**config.mk**
```make
export PLATFORM = sky130hd
export DESIGN_NAME = instr_seq
export DESIGN_NICKNAME = d
export VERILOG_FILES = /design/src/rtl/msp_ctrl_pkg.sv /design/src/rtl/mem_wait_ctr.sv /design/src/rtl/instr_seq.sv
export SDC_FILE = /design/constraint.sdc
export NUM_CORES = 1
export LEC_CHECK = 0
export ABC_AREA = 1
export ABC_CLOCK_PERIOD_IN_PS = 3800
export BUFFER_PORTS_ARGS = -buffer_cell sky130_fd_sc_hd__buf_2
export CORE_MARGIN = 2
export CORE_UTILIZATION = 30
export CTS_CLUSTER_DIAMETER = 30
export DETAILED_ROUTE_END_ITERATION = 16
export PLACE_DENSITY_LB_ADDON = 0.05
export SETUP_SLACK_MARGIN = 0.02
export SLEW_MARGIN = 40
export SYNTH_ARGS = -nofsm -noshare
export SYNTH_HDL_FRONTEND = slang
export SYNTH_SLANG_ARGS = --single-unit
```
**constraint.sdc**
```tcl
create_clock -name clk -period 3.8 [get_ports clk]
set_input_delay 0.76 -clock clk [delete_from_list [all_inputs] [get_ports clk]]
set_output_delay 0.76 -clock clk [all_outputs]
set_load 0.01 [all_outputs]
```
**src/rtl/msp_ctrl_pkg.sv**
```systemverilog
// msp_ctrl_pkg: shared encodings for the MSP430 control sequencer.
// State codes, MAB_sel codes, the opcodes the sequencer special-cases, and the constant-generator registers.
package msp_ctrl_pkg;

  typedef enum logic [3:0] {
    ST_RSTV    = 4'd0,
    ST_FETCH   = 4'd1,
    ST_DECODE  = 4'd2,
    ST_SRC_EXT = 4'd3,
    ST_SRC_RD  = 4'd4,
    ST_DST_EXT = 4'd5,
    ST_DST_RD  = 4'd6,
    ST_EXEC    = 4'd7,
    ST_DST_WR  = 4'd8,
    ST_HALT    = 4'd9
  } state_t;

  typedef enum logic [2:0] {
    MAB_PC   = 3'd0,
    MAB_CALC = 3'd1,
    MAB_SOUT = 3'd2,
    MAB_SP   = 3'd3,
    MAB_RST  = 3'd4
  } mab_sel_t;

  localparam logic [3:0] OP_MOV = 4'h4;
  localparam logic [3:0] OP_CMP = 4'h9;
  localparam logic [3:0] OP_BIT = 4'hB;

  // R2 is a constant only for As=1x; R3 is a constant for every As.
  localparam logic [3:0] REG_CG1 = 4'd2;
  localparam logic [3:0] REG_CG2 = 4'd3;

  function automatic logic is_mem_state(input state_t s);
    return (s inside {ST_RSTV, ST_FETCH, ST_SRC_EXT, ST_SRC_RD,
                      ST_DST_EXT, ST_DST_RD, ST_DST_WR});
  endfunction

endpackage

```
**src/rtl/mem_wait_ctr.sv**
```systemverilog
// mem_wait_ctr: counts stalled memory cycles; timeout is combinational from the count (0 cycles).
// No backpressure of its own: clr wins over inc, timeout asserts at count WAIT_MAX-1.
module mem_wait_ctr #(
  parameter int WAIT_MAX = 8
) (
  input  logic clk,
  input  logic rst,
  input  logic clr,
  input  logic inc,
  output logic timeout
);

  localparam int CW = (WAIT_MAX > 2) ? $clog2(WAIT_MAX) : 1;

  logic [CW-1:0] cnt;

  always_ff @(posedge clk or negedge rst) begin
    if (!rst) begin
      cnt <= '0;
    end else if (clr) begin
      cnt <= '0;
    end else if (inc) begin
      cnt <= cnt + CW'(1);
    end
  end

  assign timeout = (cnt == CW'(WAIT_MAX - 1));

endmodule

```
**src/rtl/instr_seq.sv**
```systemverilog
// instr_seq: MSP430 control sequencer; strobes decode in the same cycle from state, IR and mem_rdy.
// Backpressure: memory states hold while mem_rdy=0 and bail to FETCH with bus_err after WAIT_MAX stalls.
module instr_seq
  import msp_ctrl_pkg::*;
#(
  parameter logic [15:0] RST_ADDR = 16'hFFFE,
  parameter int          WAIT_MAX = 8
) (
  input  logic        clk,
  input  logic        rst,
  input  logic [15:0] instr,
  input  logic        mem_rdy,
  input  logic        halt_req,
  output logic [3:0]  phase,
  output logic [2:0]  MAB_sel,
  output logic        MW,
  output logic        RW,
  output logic        ir_ld,
  output logic        pc_inc,
  output logic        pc_ld_vec,
  output logic        ext_ld,
  output logic        src_autoinc,
  output logic        jmp_eval,
  output logic        instr_done,
  output logic        illegal,
  output logic        bus_err,
  output logic        halted
);

  if (RST_ADDR[0] != 1'b0 || WAIT_MAX < 2) begin : g_param_chk
    $error("instr_seq: RST_ADDR must be word aligned and WAIT_MAX at least 2");
  end

  state_t      state, state_nxt;
  mab_sel_t    mab;
  logic [15:0] ir;
  logic        ir_unused;

  logic [3:0] opc;
  logic [1:0] as_m;
  logic [3:0] rs;
  logic       ad, is_jmp, is_f1, is_f2;
  logic       src_cg, src_ext, src_mem, cmp_bit, dst_mem;
  logic       stall, timeout;
  state_t     post_src, retire_st;

  assign ir_unused = ir[6];

  assign opc    = ir[15:12];
  assign as_m   = ir[5:4];
  assign ad     = ir[7];
  assign is_jmp = (ir[15:13] == 3'b001);
  assign is_f1  = (ir[15:12] >= 4'h4);
  assign is_f2  = (ir[15:10] == 6'b000100) && !ir[9];
  assign rs     = is_f1 ? ir[11:8] : ir[3:0];

  assign src_cg  = (rs == REG_CG2) || ((rs == REG_CG1) && as_m[1]);
  assign src_ext = !src_cg && ((as_m == 2'b01) || ((as_m == 2'b11) && (rs == 4'd0)));
  assign src_mem = !src_cg && (as_m != 2'b00);
  assign cmp_bit = is_f1 && ((opc == OP_CMP) || (opc == OP_BIT));
  // Format II operates in place, so a memory source is also the write-back target.
  assign dst_mem = is_f1 ? ad : (as_m != 2'b00);

  assign post_src  = (is_f1 && ad) ? ST_DST_EXT : ST_EXEC;
  assign retire_st = halt_req ? ST_HALT : ST_FETCH;

  assign stall = is_mem_state(state) && !mem_rdy;

  mem_wait_ctr #(
    .WAIT_MAX (WAIT_MAX)
  ) u_wait (
    .clk     (clk),
    .rst     (rst),
    .clr     (!stall || timeout),
    .inc     (stall),
    .timeout (timeout)
  );

  always_ff @(posedge clk or negedge rst) begin
    if (!rst) begin
      state <= ST_RSTV;
      ir    <= '0;
    end else begin
      state <= state_nxt;
      if (ir_ld) begin
        ir <= instr;
      end
    end
  end

  always_comb begin
    state_nxt   = state;
    mab         = MAB_PC;
    MW          = 1'b0;
    RW          = 1'b0;
    ir_ld       = 1'b0;
    pc_inc      = 1'b0;
    pc_ld_vec   = 1'b0;
    ext_ld      = 1'b0;
    src_autoinc = 1'b0;
    jmp_eval    = 1'b0;
    instr_done  = 1'b0;
    illegal     = 1'b0;
    bus_err     = 1'b0;
    halted      = 1'b0;

    case (state)
      ST_RSTV: begin
        mab = MAB_RST;
        if (mem_rdy) begin
          pc_ld_vec = 1'b1;
          state_nxt = ST_FETCH;
        end
      end
      ST_FETCH: begin
        if (mem_rdy) begin
          ir_ld     = 1'b1;
          pc_inc    = 1'b1;
          state_nxt = ST_DECODE;
        end
      end
      ST_DECODE: begin
        if (is_jmp) begin
          state_nxt = ST_EXEC;
        end else if (is_f1 || is_f2) begin
          if (src_ext)      state_nxt = ST_SRC_EXT;
          else if (src_mem) state_nxt = ST_SRC_RD;
          else              state_nxt = post_src;
        end else begin
          illegal   = 1'b1;
          state_nxt = ST_FETCH;
        end
      end
      ST_SRC_EXT: begin
        if (mem_rdy) begin
          ext_ld    = 1'b1;
          pc_inc    = 1'b1;
          // Immediate operand is the extension word itself; no further read.
          state_nxt = (as_m == 2'b11) ? post_src : ST_SRC_RD;
        end
      end
      ST_SRC_RD: begin
        mab = (as_m == 2'b01) ? MAB_CALC : MAB_SOUT;
        if (mem_rdy) begin
          src_autoinc = (as_m == 2'b11);
          state_nxt   = post_src;
        end
      end
      ST_DST_EXT: begin
        if (mem_rdy) begin
          ext_ld    = 1'b1;
          pc_inc    = 1'b1;
          state_nxt = (opc == OP_MOV) ? ST_EXEC : ST_DST_RD;
        end
      end
      ST_DST_RD: begin
        mab = MAB_CALC;
        if (mem_rdy) begin
          state_nxt = ST_EXEC;
        end
      end
      ST_EXEC: begin
        if (is_jmp) begin
          jmp_eval   = 1'b1;
          instr_done = 1'b1;
          state_nxt  = retire_st;
        end else begin
          RW = !dst_mem && !cmp_bit;
          if (dst_mem && !cmp_bit) begin
            state_nxt = ST_DST_WR;
          end else begin
            instr_done = 1'b1;
            state_nxt  = retire_st;
          end
        end
      end
      ST_DST_WR: begin
        mab = MAB_CALC;
        if (mem_rdy) begin
          MW         = 1'b1;
          instr_done = 1'b1;
          state_nxt  = retire_st;
        end
      end
      ST_HALT: begin
        halted = 1'b1;
        if (!halt_req) begin
          state_nxt = ST_FETCH;
        end
      end
      default: begin
        state_nxt = ST_RSTV;
      end
    endcase

    if (stall && timeout) begin
      bus_err   = 1'b1;
      state_nxt = ST_FETCH;
    end

    // RSTV with mem_rdy high would otherwise strobe pc_ld_vec during reset.
    if (!rst) begin
      pc_ld_vec = 1'b0;
      ir_ld     = 1'b0;
      pc_inc    = 1'b0;
      halted    = 1'b0;
      bus_err   = 1'b0;
    end
  end

  assign phase   = state;
  assign MAB_sel = mab;

endmodule

```
### Yosys cells after proc, flatten, opt, wreduce, memory -nomap -nowiden

Index checks and enable logic that the tools add are counted.

* register bits after elaboration: 23
* bits in latches: 0
* bits in writable memories: 0
* memory bits (read-only): 0
* input port bits: 20
* output and inout port bits: 19
* logic and storage cells: 114
* memories kept: 0

* add/sub/neg operators: 1
* multipliers: 0
* div/mod/pow operators: 0
* order comparisons: 1
* equal/unequal tests: 27
* shifts and indexed selects: 0
* muxes and demuxes: 51
* bitwise logic cells: 0
* reduce and logical (&&, ||, !) cells: 31

Operators with widths (number)
* $mux 4: 15
* $pmux 4 s10: 1
* $mux 1: 26
* $ne 3x2->1 const B: 7
* $eq 4x3->1 const B: 5
* $eq 4x2->1 const B: 4
* $eq 4x4->1 const B: 4
* $logic_and 1x1->1: 11
* $mux 3: 3
* $pmux 3 s3: 1
* $logic_not 4->1: 2
* $mux 2: 4
* $reduce_and 8->1: 1
* $reduce_bool 7->1: 1
* $eq 6x3->1 const B: 1
* $logic_not 1->1: 6
* $logic_or 1x1->1: 5
* $eq 4x1->1 const B: 1
* $ge 4x3->1 const B: 1
* $reduce_bool 2->1: 2
* $reduce_or 2->1: 2
* $add 3x1->3 const B: 1
* $eq 3x1->1 const B: 1
* $eq 3x3->1 const B: 1
* other kinds (5): 5

### Depth between registers and ports, before layout

Gate-level depths: netlist of run 1.

* word-level depth: 13
* gate-level depth with buffers: 15
* gate-level depth less buffers: 15

### Cells and area by module

Synthesis of run 1 repeated with hierarchy kept, for this count alone.

* cells, all modules: 221
* area total of the unflattened synthesis: 1441.4 um^2

By module, submodules not included
* instr_seq: times used 1, cells an instance 204, area an instance 1290.0 um^2, sequential area each 475.5 um^2
* mem_wait_ctr: times used 1, cells an instance 17, area an instance 151.4 um^2, sequential area each 75.1 um^2

### Least setup slack after synthesis of run 1

No wires, ideal clock.

* path kind: register -> output
* start: register state[2], in the netlist phase[2]
* end: output port bus_err
* arrival: 1.359 ns
* data required time: 3.040 ns
* slack: 1.681 ns
* stages on the path, launching flop included: 8
* path buffers: 0
* cell sequence: dfrtp_1 nor2_1 nand2_2 nor2_4 nor2_4 a31oi_4 nand2_1 nor2_1

* word-level cells in the longest chain between the ends: 6
* elaborated cells on any way between the ends: 12
* those cells by class: eq/ne (6); mux (2); reduce/logical (4)

RTL lines
* start: declaration: line instr_seq.sv:34 `state_t state, state_nxt;`
* start signal: assignment: line instr_seq.sv:84 `state <= state_nxt;`
* $eq 4x1->1 (tied with other cells): line msp_ctrl_pkg.sv:35 `return (s inside {ST_RSTV, ST_FETCH, ST_SRC_EXT, ST_SRC_RD,`
* $reduce_bool 7->1 (*): line msp_ctrl_pkg.sv:35
* $logic_and 1x1->1 (*): line instr_seq.sv:67 `assign stall = is_mem_state(state) && !mem_rdy;`
* $logic_and 1x1->1 (*): line instr_seq.sv:196 `if (stall && timeout) begin`
* $mux 1 (*): line instr_seq.sv:196
* $mux 1 (*): line instr_seq.sv:202 `if (!rst) begin`
* end: declaration: line instr_seq.sv:26 `output logic bus_err,`

Every way passes the cells marked *; elsewhere a longest branch is shown, timed or not.

### Worst setup path after layout of run 1

Ends and elaborated chain as after synthesis.

==> impl_metrics.toml, run 1 <==
[floorplan]
ios = 39
die_w_um = 72.9
start_util = 0.306
die_y_um = 72.9
core_area_sq_um = 4660
rows = 25
die_area_sq_um = 5320

[sta]
period_share = 0.687
final_max_slew_viol_count = 0
fmax_ghz = 0.383
worst_pin_slew_ns = 0.398
setup_tns_ns = 0
finalCriticalPeriod_ns = 2.61
skew_ns = 0.00565
hold_viol = 0
setup_viol = 0
grt_setup_unrepaired = "no"
slew_headroom = 0.735

[clocking]
cts_setup_buffers = 0
ctsResizeCount = 0
cts_buffer_depth = 2
holdBufCountCts = 0
clkLatencyLatePin_ns = 0.27
cts_max_level = 1
clkTransAtPathRegs_ns = 0.09
cts_tree = "built"
root_buffer = "clkbuf_8"
cts_buffers = 3
clkSinkCount = 22

[cells_and_area]
nFillCells = 510
seqCellArea_sq_um = 551
post-route-util = 0.375
multi_input_area_sq_um = 751
drive_above_1_share = 0.236
final_cells = 304
syn_to_final_growth_pct = 22.7
fin_nets = 273
layout_commonest_cell = "nand2_1"
num_antenna_cells = 0
most-common-layout-cells = "nand2_1 (83), buf_2 (37), inv_1 (25), nor2_1 (22), dfrtp_1 (22)"
fin_area_sq_um = 1750

[synthesis]
netlist.area_leader.share = 0.386
synth_ff_type = "dfrtp_1"
synth_cells = 209
synthAdderAreaFrac = 0.0176
synth_fp_nets = 231
synth_xor_area_frac = 0
synth-seq-cells = 22
seq_area_frac_synth = 0.386
yosysUniqueCellTypes = 26
muxShareOfSynthArea = 0
yosys_warnings = 0
synth_compound_area_frac = 0.100
yosys-top-cells-area = "dfrtp_1 (39%), nand2_1 (22%), inv_1 (6.6%)"
avgSynthCellArea_sq_um = 6.82
netlist_area_sq_um = 1430
yosys.area.top_type = "dfrtp_1"
synth_edf_count = 0
async_reset_ff_frac = 1.00
synth_top_family_by_area = "simple AND/OR/NAND/NOR gates"
synth-simple-area-share = 0.409

[setup_path]
path_cells = "nor2_1, nand2_2, nor2_4, nor2_4, a31oi_4, nand2_1, nor2_1, buf_2"
crit_path_start_kind = "flip-flop"
crit_required_ns = 3.04
crit_type = "flip-flop to output pin"
slowest_delay_ns = 0.48
cp_max_fo = 6
cp-end-kind = "output pin"
arrival_ns = 1.85
slowest_stage = "dfrtp_1"

[drt]
routed_via_density = 4.47
first_pass_iters = 4
wl_um = 3560
ant_nets = 0
wire_per_inst_um = 11.7
drc_errors = 0
drt_iter0_drc = 44
route.vias.total = 1360

[power]
p_leak_nw = 0.969
ir_drop_uv = 215
power_frac_comb = 0.508
clkPwrFrac = 0.165
p_int_mw = 0.720
seqPwrFrac = 0.326
sw_frac_of_total = 0.464
power-per-cell-area_nw_per_um2 = 767
power.switching_mw = 0.622

[min_path]
worstHoldPathType = "primary input to asynchronous set/reset pin"

[place]
gp_congestion = 0.788
dpl.cell_count = 300
placed_area_sq_um = 1680
portBuffers = 37
dp_hpwl_um = 2910

[global_routing]
gr-usage-all-layers = 0.150
grt_max_degree = 25
grt-ovfl-total = 0
grt_pass1_vias = 1306
antenna_found_initial = 0
grt_pass1_wl_um = 6180

[outcome]
status = "finished clean"

[flow_run]
drv_cap = 0
metrics by stage:
stage                     hold slack [ns]  setup WS (ns)  total power [mW]
final                               0.409           1.19              1.34
after global routing                0.421           1.02              1.50
after CTS                           0.422           1.17              1.36
after detailed placement            0.439           1.31              1.13
after global placement              0.437           1.31              1.14
after floorplan                     0.419           1.68             0.940
synthesized netlist by cell type (2+ instances only):
master   instances
buf_4            2
nand3_1          8
nor2_4           4
nor4_1           4
nand2_1         83
dfrtp_1         22
nor3_1           3
o21ai_0         14
inv_1           25
nor2_2           3
ha_1             2
inv_2            4
nor2_1          22
registers in the layout, indices dropped and copies added, names as in the netlist:
signal	count
ir	15
phase	4
u_wait.cnt	3
final cells by class:
| class | instances | area share |
|---|---|---|
| Clock buffer | 3 | 0.0236 |
| Tap cell | 54 | 0.0386 |
| Multi-Input combinational cell | 156 | 0.429 |
| Sequential cell | 22 | 0.315 |
| Inverter | 29 | 0.0622 |
| Timing Repair Buffer | 39 | 0.114 |
| Clock inverter | 1 | 0.0172 |
worst paths after layout:
path	start	endpoint	slack (ns)	depth (start not counted)
setup reg to reg	phase[3]	ir[9]	1.94	9
max in group asynchronous	rst	ir[4]	2.93	2
hold / removal	rst	ir[3]	0.41	1
hold reg to reg	u_wait.cnt[0]	u_wait.cnt[0]	0.45	1
min in group clk	u_wait.cnt[0]	u_wait.cnt[0]	0.45	1
setup / recovery	phase[2]	bus_err	1.19	8
per-layer routing:
metal	vias up	routed length (um)	track usage
met3	2	135	0.0262
met2	31	1520	0.224
li1	742	-	-
met4	0	24	0.0370
met5	-	0	0
met1	585	1890	0.224
critical path: cells and delay by family (launching register included):
kind / cells / cell delay, ns
AO/OA/AOI/OAI: 1 / 0.18
buffers and inverters: 1 / 0.13
flip-flops: 1 / 0.48
AND/OR/NAND/NOR: 6 / 0.78
cell families after synthesis:
family,Yosys count
AND/OR/NAND/NOR,132
buffers and inverters,31
AO/OA/AOI/OAI,22
flip-flops,22
adder cells (fa/ha/maj),2
power groups by stage:
stage	clock network, mW	logic, mW	registers [mW]
after floorplan	0	0.518	0.423
after global placement	0	0.696	0.444
after detailed placement	0	0.689	0.442
after CTS	0.230	0.693	0.438
after global routing	0.245	0.801	0.453
final	0.222	0.682	0.438
No activity file was read; power rests on OpenSTA's default activity.
==> run 2: changes to the inputs <==
--- a/config.mk
+++ b/config.mk
@@ -6,7 +6,7 @@
 export NUM_CORES = 1
 export LEC_CHECK = 0
 export ABC_AREA = 1
-export ABC_CLOCK_PERIOD_IN_PS = 3800
+export ABC_CLOCK_PERIOD_IN_PS = 2750
 export BUFFER_PORTS_ARGS = -buffer_cell sky130_fd_sc_hd__buf_2
 export CORE_MARGIN = 2
 export CORE_UTILIZATION = 30
==> constraint.sdc (replaced) <==
create_clock -name clk -period 2.75 [get_ports clk]
set_input_delay 0.55 -clock clk [delete_from_list [all_inputs] [get_ports clk]]
set_output_delay 0.55 -clock clk [all_outputs]
set_load 0.01 [all_outputs]
==> run 2 against run 1 <==
Net effect: global-route usage fell by 0.38 points; utilization down 0.35 points; cell area is 0.93% lower; routed wire length is 0.93% lower; sequential cell count unchanged; first-iteration DRC count increased by 25%; sequential share of layout area is 0.30 points higher; critical path depth did not move; cell count unchanged; worst hold slack got worse by 0.30 ns; die area unchanged; sequential power up 37%.
==> impl_metrics.toml, run 2 (synthesis gave the netlist of run 1 again) <==
[outcome]
status = "finished clean"

[setup_path]
critical_path_buf_inv_count = 1
crit-reg2reg-launch = "phase[3]"
crit_required_ns = 2.20
crit_family = "simple AND/OR/NAND/NOR gates"
cp_max_fo = 6
slowest_delay_ns = 0.48
cp-end-kind = "output pin"
crit_path_start_kind = "flip-flop"
crit_type = "flip-flop to output pin"
startpoint = "phase[2]"
arrival_ns = 1.85
slowest_stage = "dfrtp_1"
path_cells = "nor2_1, nand2_2, nor2_4, nor2_4, a31oi_4, nand2_1, nor2_1, buf_2"

[power]
ir_drop_uv = 283
p_leak_nw = 0.962
power.total_mw = 1.78
power-per-cell-area_nw_per_um2 = 1030

[sta]
slew_headroom = 0.765
finalCriticalPeriod_ns = 2.40
hold_viol = 0
fmax_ghz = 0.417
final_max_slew_viol_count = 0
layout_setup_ws_ns = 0.353
worst_pin_slew_ns = 0.352
setup_viol = 0
period_share = 0.872
grt_setup_unrepaired = "no"
skew_ns = 0.00416
setup_tns_ns = 0

[clocking]
cts_max_level = 1
clkSinkCount = 22
clkTransAtPathRegs_ns = 0.08
root_buffer = "clkbuf_8"
clkLatencyLatePin_ns = 0.26
cts_buffer_depth = 2
cts_setup_buffers = 0
cts_tree = "built"
holdBufCountCts = 0
ctsResizeCount = 0
cts_buffers = 3

[floorplan]
rows = 25
die_area_sq_um = 5320
die_w_um = 72.9
core_area_sq_um = 4660
ios = 39
start_util = 0.306
die_y_um = 72.9

[cells_and_area]
top_register = "ir"
nFillCells = 510
most-common-layout-cells = "nand2_1 (83), buf_2 (37), inv_1 (25), nor2_1 (22), dfrtp_1 (22)"
largest_register_ffs = 15
syn_to_final_growth_pct = 21.6
fin_area_sq_um = 1730
num_antenna_cells = 0
fin_nets = 273
drive_above_1_share = 0.236
layout_commonest_cell = "nand2_1"
post-route-util = 0.372

[place]
pre_cts_ws_ns = 0.642
placed_area_sq_um = 1680
portBuffers = 37
dp_hpwl_um = 2890
gp_congestion = 0.791

[global_routing]
grt_pass1_wl_um = 6000
grt-ovfl-total = 0
antenna_found_initial = 0
grt_pass1_vias = 1318
grt_max_degree = 25
gr-usage-all-layers = 0.146

[drt]
route.vias.total = 1360
wl_um = 3530
routed_via_density = 4.47
ant_nets = 0
drc_errors = 0
drt_iter0_drc = 55
wire_per_inst_um = 11.6
first_pass_iters = 4

[min_path]
worstHoldPathType = "primary input to asynchronous set/reset pin"

[flow_run]
drv_cap = 0
## run 2: cell types whose count changed in the layout (fill, tap and decap cells not counted)
cell	previous run	this run
bufinv_16	1	0
clkbuf_8	3	4
## run 2: final cells by class
cell class / instances / area, sq um / area share
multi-input cells: 156 / 751 / 0.433
flip-flops and latches: 22 / 551 / 0.318
repair buffers: 39 / 200 / 0.116
inverters: 29 / 109 / 0.0628
well taps: 54 / 67.6 / 0.0390
clock buffers: 4 / 55.1 / 0.0318
## run 2: final timing paths
kind                                  to  slack (ns)  depth (start not counted)
min                             phase[2]        0.11                          1
max reg2reg                        ir[0]        0.91                          9
max in group asynchronous          ir[8]        2.17                          2
min reg2reg                u_wait.cnt[0]        0.45                          1
min in group clk           u_wait.cnt[0]        0.45                          1
max                              bus_err        0.35                          8
## run 2: routing by layer
metal	wire length [um]	part of all wire	GRT usage
met5	0	0	0
met4	36	0.010	0.0432
met3	149	0.042	0.0276
met2	1530	0.43	0.229
met1	1820	0.51	0.204
## run 2: where the power goes
part / internal [mW] / switching, mW / total [mW] / leakage [nW]
sequential: 0.469 / 0.132 / 0.601 / 0.274
clock: 0.128 / 0.110 / 0.238 / 0.0288
combinational: 0.331 / 0.613 / 0.945 / 0.658
## run 2: worst reg2reg max path, cell delays in order, from the launching register on
cell and delay [ns]:
dfrtp_1 0.51, inv_2 0.15, nand2_1 0.11, nor2_1 0.15
inv_1 0.11, nor3_4 0.14, buf_4 0.27, inv_1 0.17
nand2_1 0.09, nand2_1 0.04
## run 2: through the flow
stage / cells / hold WS (ns)
floorplan: 209 / 0.254
global placement: 300 / 0.403
global route: 304 / 0.104
finish: 304 / 0.107
detailed placement: 300 / 0.404
CTS: 304 / 0.110
